==> src/rtl/booth_mul_param.sv <==
// Sequential radix-2 Booth multiplier: WIDTH-bit operands, per-operation signed/unsigned
// mode, start/busy/done handshake, 2*WIDTH-bit registered product after WIDTH+1 iterations.
module booth_mul_param #(
  parameter int WIDTH = 8,
  parameter int CW    = $clog2(WIDTH+2)
) (
  input  logic                 clk,
  input  logic                 reset,
  input  logic                 start,
  input  logic                 signed_mode,
  input  logic [WIDTH-1:0]     input1,
  input  logic [WIDTH-1:0]     input2,
  output logic [2*WIDTH-1:0]   result,
  output logic [CW-1:0]        count,
  output logic                 busy,
  output logic                 done
);

  typedef enum logic [1:0] {IDLE, RUN, DONE} state_e;

  state_e               state_q, state_d;
  logic [WIDTH+1:0]     a_q, a_d;
  logic [WIDTH+1:0]     m_q, m_d;
  logic [WIDTH:0]       q_q, q_d;
  logic                 qm1_q, qm1_d;
  logic [CW-1:0]        count_q, count_d;
  logic [2*WIDTH-1:0]   result_q, result_d;

  logic [WIDTH:0]       ext1, ext2;
  logic [WIDTH+1:0]     a_sum;
  logic [2*WIDTH+3:0]   shifted;
  logic [WIDTH+1:0]     a_sh;
  logic [WIDTH:0]       q_sh;
  logic                 qm1_sh;
  logic                 last_iter;

  // One extra operand bit keeps unsigned max and signed min exact in the Booth recoding.
  always_comb begin
    ext1 = {signed_mode & input1[WIDTH-1], input1};
    ext2 = {signed_mode & input2[WIDTH-1], input2};
  end

  always_comb begin
    a_sum = a_q;
    case ({q_q[0], qm1_q})
      2'b01:   a_sum = a_q + m_q;
      2'b10:   a_sum = a_q - m_q;
      default: a_sum = a_q;
    endcase
    shifted   = {a_sum[WIDTH+1], a_sum, q_q};
    a_sh      = shifted[2*WIDTH+3:WIDTH+2];
    q_sh      = shifted[WIDTH+1:1];
    qm1_sh    = shifted[0];
    last_iter = (count_q == CW'(WIDTH));
  end

  always_comb begin
    state_d  = state_q;
    a_d      = a_q;
    m_d      = m_q;
    q_d      = q_q;
    qm1_d    = qm1_q;
    count_d  = count_q;
    result_d = result_q;
    case (state_q)
      IDLE: begin
        if (start) begin
          m_d     = {ext1[WIDTH], ext1};
          a_d     = '0;
          q_d     = ext2;
          qm1_d   = 1'b0;
          count_d = '0;
          state_d = RUN;
        end
      end
      RUN: begin
        a_d     = a_sh;
        q_d     = q_sh;
        qm1_d   = qm1_sh;
        count_d = count_q + CW'(1);
        if (last_iter) begin
          // Full product fits in the low 2*WIDTH bits of {A,Q}.
          result_d = {a_sh[WIDTH-2:0], q_sh};
          state_d  = DONE;
        end
      end
      DONE:    state_d = IDLE;
      default: state_d = IDLE;
    endcase
  end

  always_ff @(posedge clk or negedge reset) begin
    if (!reset) begin
      state_q  <= IDLE;
      a_q      <= '0;
      m_q      <= '0;
      q_q      <= '0;
      qm1_q    <= 1'b0;
      count_q  <= '0;
      result_q <= '0;
    end else begin
      state_q  <= state_d;
      a_q      <= a_d;
      m_q      <= m_d;
      q_q      <= q_d;
      qm1_q    <= qm1_d;
      count_q  <= count_d;
      result_q <= result_d;
    end
  end

  assign result = result_q;
  assign count  = count_q;
  assign busy   = (state_q != IDLE);
  assign done   = (state_q == DONE);

endmodule

==> config.mk <==
export PLATFORM = sky130hd
export DESIGN_NAME = booth_mul_param
export DESIGN_NICKNAME = d
export VERILOG_FILES = /design/src/rtl/booth_mul_param.sv
export SDC_FILE = /design/constraint.sdc
export NUM_CORES = 1
export LEC_CHECK = 0
export CORE_MARGIN = 4
export CORE_UTILIZATION = 43
export DETAILED_ROUTE_END_ITERATION = 16
export PLACE_DENSITY = 0.76
export SLEW_MARGIN = 10
export SYNTH_ARGS = -nofsm -noshare
export SYNTH_HDL_FRONTEND = slang
export SYNTH_SLANG_ARGS = --single-unit
==> constraint.sdc <==
create_clock -name clk -period 7.3 [get_ports clk]
set_clock_uncertainty 0.1 [all_clocks]
set_input_delay 1.825 -clock clk [delete_from_list [all_inputs] [get_ports clk]]
set_output_delay 1.825 -clock clk [all_outputs]
set_load 0.02 [all_outputs]
# Word level (Yosys, flattened, before mapping)
# Index checks and enable logic that the tools add are counted.
[op_classes]
add_sub_neg = 3
eq_ne = 7
bitwise = 2
reduce_logical = 7
mux = 12
[op_table]
columns = ["op", "n"]
rows = [
  ["one-hot mux 10 bit (2 select lines)", 2],
  ["one-hot mux 9 bit (2 select lines)", 1],
  ["adder 10 bit", 1],
  ["two-way mux 10 bit", 1],
  ["subtractor 10 bit", 1],
  ["two-way mux 9 bit", 1],
  ["one-hot mux 4 bit (2 select lines)", 1],
  ["AND reduction 2 bit", 4],
  ["adder 4 x 1 -> 4 bit, second input constant", 1],
  ["equality test 2 x 1 -> 1 bit, second input constant", 2],
  ["equality test 2 bit, second input constant", 2],
  ["equality test 4 bit, second input constant", 1],
  ["two-way mux 2 bit", 2],
  ["two-way mux 4 bit", 1],
  ["inequality test 2 bit, second input constant", 2],
  ["one-hot mux 2 bit (2 select lines)", 1],
  ["nonzero test 2 bit", 2],
  ["bitwise AND 1 bit", 2],
  ["zero test 2 bit", 1],
  ["one-hot mux 1 bit (2 select lines)", 1],
  ["two-way mux 1 bit", 1],
]
[word_totals]
elab_cells = 38
output_inout_bits = 22
in_bits = 20
register_bits = 51

# Depth between registers and ports, before layout
[depth]
depth_word = 3
mapped_depth = 12
depth_no_buf = 12

# Least setup slack after synthesis
# Ideal clock, no wire load.
[synth_timing]
path_kind = "input port to flip-flop"
from = "input port start"
to = "register m_q[0]"
required_time_ns = 7.067
path_buffers = 2
slack_ns = 4.534
arrival_ns = 2.533
setup_time_ns = 0.133
cell_stages = 4
cell_sequence = "and2_1 clkbuf_1 clkbuf_1 o21ai_0"
[synth_between]
elab_chain_cells = 1
[synth_lines]
columns = ["item", "line", "source"]
rows = [
  ["start: declaration", "9", "input logic start,"],
  ["AND reduction 2 bit (no source line)", "n/a", ""],
  ["end signal: assignment", "104", "m_q <= m_d;"],
  ["end: declaration", "23", "logic [WIDTH+1:0] m_q, m_d;"],
]
# Every way passes these cells.
# A chain may end at the register's enable or synchronous reset.

# Worst setup path in the final report
[layout_timing]
from = "register state_q[0]"
to = "output port busy"
[layout_between]
elab_chain_cells = 1
[layout_lines]
columns = ["item", "line", "source"]
rows = [
  ["start: declaration", "21", "state_e state_q, state_d;"],
  ["start signal: assignment", "102", "state_q <= state_d;"],
  ["nonzero test 2 bit", "114", "assign busy = (state_q != IDLE);"],
  ["end: declaration", "15", "output logic busy,"],
]
# Every way passes these cells.

==> run summary <==
Status = finished clean
Least-Margin Pin Slew = 0.842 ns
Clock Tree Root = clkbuf_8
Slew Viols, Final = 0
Die area = 7450 um^2
DR iter-0 viols = 110
Kind of critical path = reg -> out
Buf/Inv on CP = 2
Syn Nets = 313
Largest stage delay on the critical path = 0.53 ns
Initial antenna violation count = 0
Layout cells sized above 1 = 0.0786
Final Setup Violations = 0
Die Ht = 86.3 um
Post CTS Setup Buffer Count = 0
Total global routing overflow = 0
Crit path DAT = 1.48 ns
Diodes inserted = 0
Slowest-stage cell, CP = clkdlybuf4s50_1
Crit end category = output pin
Synth Register Bits = 50
Fin crit share = 0.466
Post-DP Area = 3100 um^2
Mapped cell area = 2640 um^2
DRT Pass-1 Iters = 4
Fraction of synthesis flops using an asynchronous set or reset pin = 1.00
Vias in the first global route = 2039
Yosys top cell by area = dfrtp_1
Fin Setup TNS = 0 ns
Sequential area share after synthesis = 0.474
TritonCTS Sinks = 50
Hold_sp = result[5]
Wire length per cell = 13.9 um
Clk pin slew, worst setup/hold paths = 0.10 ns
Global-route wire length before repair = 9510 um
Final Non-Filler Cells = 393
Rows = 28
WHS = 0.417 ns
Cells after synthesis = 279
Post-layout nets = 351
Num ports = 42
Vias per inst = 5.20
CP Cell Sequence = nor2_1, inv_1, clkdlybuf4s50_1
Post-synth EDFFs = 0
Critical path's top delay family = buffers and inverters
DR DRC count = 0
Area delta synth->final = 20.7%
Slew headroom = 0.438
Synth top area share = 0.474
Worst skew pair latency = 0.31 ns
Max Fclk = 294 MHz
Final hold viol count = 0
Synth warn = 0
Inst Count DP = 385
Crit start category = flip-flop
Filler cell count = 525
Gpl congestion = 0.822
Final min period = 3.40 ns
CTS tree = yes
Starting Density = 0.446
CTS Buf Count = 5
Largest cells by area after synthesis = dfrtp_1 (47%), ha_1 (6.2%), nand2_1 (5.0%), nor2_1 (5.0%), xnor2_1 (4.6%)
Worst hold path type = reg -> reg
Final ANT Viol Nets = 0
Worst-case clock buffer depth = 2
CTS H-tree depth = 2
Avg Cell Area, Syn = 9.46 um^2
Critical path fanouts, max = 4
IO Port Bufs = 41
Crit path from = state_q[0]
GR Util All Layers = 0.160
RSZ-0062 raised after global routing = no
Finished Cell Area = 3190 um^2
Die extent in x = 86.3 um
WP data required = 5.38 ns
FF-to-FF Start = m_q[0]
Max-cap violations = 0
Most common flop cell mapped by yosys = dfrtp_1
Resized Gates After CTS = 0
Core ar. = 5920 um^2
Total Routed Length = 5470 um
Largest net degree at the start of global routing = 51
Synth unique cells = 38
Final HPWL DP = 3940 um
Hold Buf Count CTS = 0
Vias = 2042
## layer usage
metal	vias to the layer above	track usage	share of wire
li1	1021	-	-
met1	979	0.207	0.46
met2	35	0.259	0.49
met3	7	0.0399	0.041
met4	0	0.0552	0.017
met5	-	0	0
## logic make-up after synthesis
kind of cell,share of synthesized area
compound gates,0.129
xor+xnor,0.0531
fa+ha+maj,0.0692
buf+inv,0.0389
flops,0.474
mux,0.0616
simple gates,0.174
## flip-flops by register name, summed over array words and instances, names as in the netlist
register,cells
state_q,2
q_q,9
result,16
qm1_q,1
count,4
a_q,9
m_q,9
## synth_stat cells (4+ instances only)
master and instances:
ha_1 13, o211ai_1 4, xnor2_1 14, inv_1 12
o22ai_1 7, mux2_2 10, nand3_1 11, dfrtp_1 50
nor2_1 35, a21oi_1 22, o21ai_0 15, mux2i_1 5
clkbuf_1 8, nand2_1 35, nand2b_1 7
## stage by stage
step / setup WS (ns) / utilization
global route: 3.79 / 0.538
detailed placement: 3.68 / 0.523
floorplan: 4.53 / -
global placement: 3.73 / 0.523
CTS: 3.89 / 0.538
finish: 3.90 / 0.538
## area by class of cell
type	count	area, um^2	share of cell area
Multi-Input combinational cell	205	1280	0.403
Sequential cell	50	1250	0.393
Timing Repair Buffer	43	420	0.132
Tap cell	75	93.8	0.0295
Clock buffer	5	68.8	0.0216
Inverter	12	45.0	0.0141
Clock inverter	3	21.3	0.00668
## worst register-to-register path: cells and delay by family (launching register included)
kind	cells	cell delay, ns
buffers and inverters	1	0.09
xor gates and xnor gates	1	0.16
AOI/OAI and AO/OA	6	1.06
adders and majority gates	2	0.53
DFF	1	0.42
and+or+nand+nor	2	0.42
## worst paths after layout
check,endpoint,slack (ns),cells past startpoint
max reg2reg,a_q[6],4.43,12
min,result[5],0.42,1
max in group asynchronous,a_q[4],5.17,2
min in group asynchronous,count[1],1.50,2
max,busy,3.90,3
min reg2reg,result[5],0.42,1
## cell usage in the layout (no fill, tap or decap), drive strengths merged, types with 2 or more instances in the layout
master | synthesis | routed
clkinv | 0 | 2
nor2 | 35 | 35
nand2b | 7 | 7
inv | 12 | 12
clkbuf | 9 | 5
nand2 | 35 | 35
nor3 | 4 | 4
ha | 13 | 13
mux2 | 10 | 10
o21ai | 17 | 17
o22ai | 7 | 7
xnor2 | 14 | 14
nand3 | 11 | 11
a21oi | 22 | 22
xor2 | 2 | 2
o211ai | 4 | 4
nor2b | 3 | 3
mux2i | 5 | 5
buf | 3 | 3
clkdlybuf4s50 | 0 | 40
dfrtp | 50 | 50
o31ai | 2 | 2
Power is left out: the tool's default activity adds up to more than one toggle a clock period on the data nets, which glitch-free logic cannot reach.
==> patch 1: new RTL, same flow settings <==
Register the inputs `start`, `signed_mode`, `input1` and `input2` before use, cleared by the reset. The logic sees them one clock later. Comments in the files are not updated.
--- a/src/rtl/booth_mul_param.sv
+++ b/src/rtl/booth_mul_param.sv
@@ -19,4 +19,23 @@
   typedef enum logic [1:0] {IDLE, RUN, DONE} state_e;
 
+  logic start_q;
+  logic signed_mode_q;
+  logic [WIDTH-1:0] input1_q;
+  logic [WIDTH-1:0] input2_q;
+
+  always_ff @(posedge clk or negedge reset) begin
+    if (!reset) begin
+      start_q       <= '0;
+      signed_mode_q <= '0;
+      input1_q      <= '0;
+      input2_q      <= '0;
+    end else begin
+      start_q       <= start;
+      signed_mode_q <= signed_mode;
+      input1_q      <= input1;
+      input2_q      <= input2;
+    end
+  end
+
   state_e               state_q, state_d;
   logic [WIDTH+1:0]     a_q, a_d;
@@ -37,6 +56,6 @@
   // One extra operand bit keeps unsigned max and signed min exact in the Booth recoding.
   always_comb begin
-    ext1 = {signed_mode & input1[WIDTH-1], input1};
-    ext2 = {signed_mode & input2[WIDTH-1], input2};
+    ext1 = {signed_mode_q & input1_q[WIDTH-1], input1_q};
+    ext2 = {signed_mode_q & input2_q[WIDTH-1], input2_q};
   end
 
@@ -65,5 +84,5 @@
     case (state_q)
       IDLE: begin
-        if (start) begin
+        if (start_q) begin
           m_d     = {ext1[WIDTH], ext1};
           a_d     = '0;
Function: changed (Yosys sat finds a counterexample within 4 cycles, from zero or initial values and one cycle with reset low).
==> patch 1 against the original RTL <==
- synthesized cell count increased by 16%
- final area grew 24%
- wire length grew 23%
- register-to-register slack barely moved
- worst setup slack worse by 0.025 ns
- sequential cell count up 18
- sequential share of layout area increased by 3.8 points
- area after synthesis increased by 23%
- critical path type unchanged
==> patch 1: results <==
[status]
run_status = finished clean

[worst_setup_path]
r2r_start = qm1_q
r2r_setup_slack_ns = 4.44

[yosys]
synth.area.top_cells = dfrtp_1, nand2_1, ha_1
ys_types = 51
synth_xor_area_share_pct = 2.153
synth_adder_area_share_pct = 5.613
synth_compound_area_share_pct = 16.11
ys_seq_area_share_pct = 52.29

[global_routing]
grt_pass1_wl_mm = 11.78
grtUsageTotal_pct = 17.00
grt_max_degree = 69
met3_usage_pct = 4.701
grt_pass1_vias = 2587

[min_path]
holdPathStages = 2
worstHoldStart = input1_q[6]

[detailed_routing]
wl_per_cell_um = 14.40
vias = 2455
drtIter0Drc = 84
wl_met2_mm = 3.205

[place]
dp_hpwl_mm = 4.595
gp_congestion = 0.8176

[clock_network]
clk_pin_slew_ns = 0.07
numCtsBuffers = 9
clock_sinks = 68
h-tree-depth = 3

[cells_and_area]
nonClkBufAreaFrac_pct = 10.65
sh_seq_area_pct = 43.11
multi_input_area_share_pct = 35.91
## patch 1: metrics by stage
step	cells	power (uW)	area (sq um)	worst slack (ns)
final	467	2253	3948	3.870
after CTS	467	2261	3948	3.849
after global placement	451	1841	3709	4.253
after detailed placement	451	1876	3709	4.229
after floorplan	323	1563	3254	4.677
after global routing	467	2441	3948	3.738
## patch 1: power by group through the flow
stage | Combinational, uW | Sequential [uW] | Clock [uW]
final | 1250 | 635 | 371
after global routing | 1390 | 652 | 398
after CTS | 1250 | 634 | 381
after detailed placement | 1240 | 639 | 0
after global placement | 1210 | 633 | 0
after floorplan | 888 | 675 | 0
## patch 1: cell families (layout without fill, tap and decap cells)
| family | after synthesis | in the layout |
|---|---|---|
| AO/OA/AOI/OAI | 75 | 75 |
| XOR/XNOR | 8 | 8 |
| adder cells (fa/ha/maj) | 14 | 14 |
| buffers and inverters | 26 | 71 |
| flip-flops | 68 | 68 |
| multiplexers | 2 | 2 |
| AND/OR/NAND/NOR | 130 | 130 |
==> patch 2: new RTL, config.mk and constraints unchanged <==
Made on the original files. Set the parameter `WIDTH` to 4 (it was 8).
--- a/src/rtl/booth_mul_param.sv
+++ b/src/rtl/booth_mul_param.sv
@@ -2,5 +2,5 @@
 // mode, start/busy/done handshake, 2*WIDTH-bit registered product after WIDTH+1 iterations.
 module booth_mul_param #(
-  parameter int WIDTH = 8,
+  parameter int WIDTH = 4,
   parameter int CW    = $clog2(WIDTH+2)
 ) (
Ports: changed (resized count, input1, input2 and result); port bits go from 42 to 25. The function was not compared with the original's and may differ.
==> patch 2 against the original RTL <==
- sequential cell count shrank 21
- via count shrank 41%
- final area shrank 41%
- area after synthesis shrank 41%
- hold slack lost 0.033 ns
- wire length shrank 45%
- worst setup slack lost 0.035 ns
- global-route usage shrank 0.55 points
- highest routed layer unchanged
==> patch 2: results <==
[status]
run_status = finished clean

[yosys]
ys_seq_area_share_pct = 46.81
syn_nets = 190
netlist_top_cells_count = nand2_1, dfrtp_1, inv_1, nor2_1, o21ai_0
ys_types = 33
synth_area_per_cell_sq_um = 9.228

[worst_setup_path]
reg2reg_depth = 9
r2r_setup_slack_ns = 4.99
crit_arrival_ns = 1.52
r2r_start = qm1_q

[detailed_routing]
drtIter0Drc = 82

[global_routing]
met1_usage_pct = 20.08
grt_pass1_wl_mm = 5.078
grtUsageMet2_pct = 22.74
met3_usage_pct = 5.583

[place]
gp_congestion = 0.8231
dp_hpwl_mm = 2.247

[cells_and_area]
largest_reg_flops = 8
finalNonFillerCells = 239
n_fill_cell = 330
nNetsFinal = 214
drive_gt1_share_pct = 7.772

[timing]
finalCriticalPeriod_ns = 3.440
maxSlewHeadroom_pct = 63.94

[clock_network]
insertion_delay_ns = 0.33
## patch 2: changes by cell type after synthesis, moves of 4 or more
| cell | delta |
|---|---|
| xnor2_1 | -9 |
| o22ai_1 | -7 |
| clkbuf_1 | -7 |
| mux2_2 | -4 |
| o21ai_0 | -4 |
| mux2i_1 | -5 |
| a21oi_1 | -16 |
| nand2b_1 | -5 |
| dfrtp_1 | -21 |
| nor2_1 | -23 |
| ha_1 | -4 |
## patch 2: metal layers
metal | wire, um | share of wire [%]
met3 | 196 | 6.5
met4 | 55 | 1.8
met1 | 1397 | 47
met5 | 0 | 0
met2 | 1344 | 45
## patch 2: worst min-delay path by stage
| stage | start | end | cells past startpoint | slack [ns] |
|---|---|---|---|---|
| after floorplan | q_q[3] | q_q[3] | 2 | 0.36 |
| after global placement | result[4] | result[4] | 2 | 0.36 |
| after detailed placement | result[6] | result[6] | 2 | 0.37 |
| after CTS | result[6] | result[6] | 2 | 0.39 |
| after global routing | result[6] | result[6] | 2 | 0.41 |
| final | result[6] | result[6] | 2 | 0.38 |
## patch 2: cell type report
class | instances | area share, %
Inverter | 12 | 2.413
Multi-Input combinational cell | 119 | 39.61
Timing Repair Buffer | 25 | 13.27
Clock buffer | 6 | 2.212
Sequential cell | 29 | 38.87
Clock inverter | 2 | 0.5362
Tap cell | 46 | 3.083
## patch 2: stage by stage
stage / setup WS (ns) / util [%] / hold WS [ns] / power (uW)
6_report: 3.860 / 54.65 / 0.3844 / 1023
2_1_floorplan: 4.660 / - / 0.3576 / 778.2
5_1_grt: 3.776 / 54.65 / 0.4086 / 1146
3_3_place_gp: 3.920 / 53.15 / 0.3612 / 924.8
3_5_place_dp: 3.896 / 53.15 / 0.3727 / 942.0
4_1_cts: 3.846 / 54.65 / 0.3931 / 1037
## patch 2: logic make-up after synthesis
logic type      after synthesis  share of synthesized area [%]
fa+ha+maj                    10                          8.555
buf+inv                      20                          5.488
compound gates               32                          12.43
mux                           6                          4.358
flops                        29                          46.81
xor+xnor                      8                          4.520
simple gates                 63                          17.84
## patch 2: critical path, stage by stage, from the launching register on
cell,delay [ns]
dfrtp_1,0.42
nor2_1,0.17
inv_1,0.06
clkdlybuf4s50_1,0.53
## patch 2: power by group through the flow
stage / clock network, uW / logic, uW / registers, uW
final: 92.0 / 629 / 302
after global routing: 103 / 728 / 315
after CTS: 96.6 / 637 / 303
after detailed placement: 0 / 637 / 305
after global placement: 0 / 622 / 303
after floorplan: 0 / 450 / 328
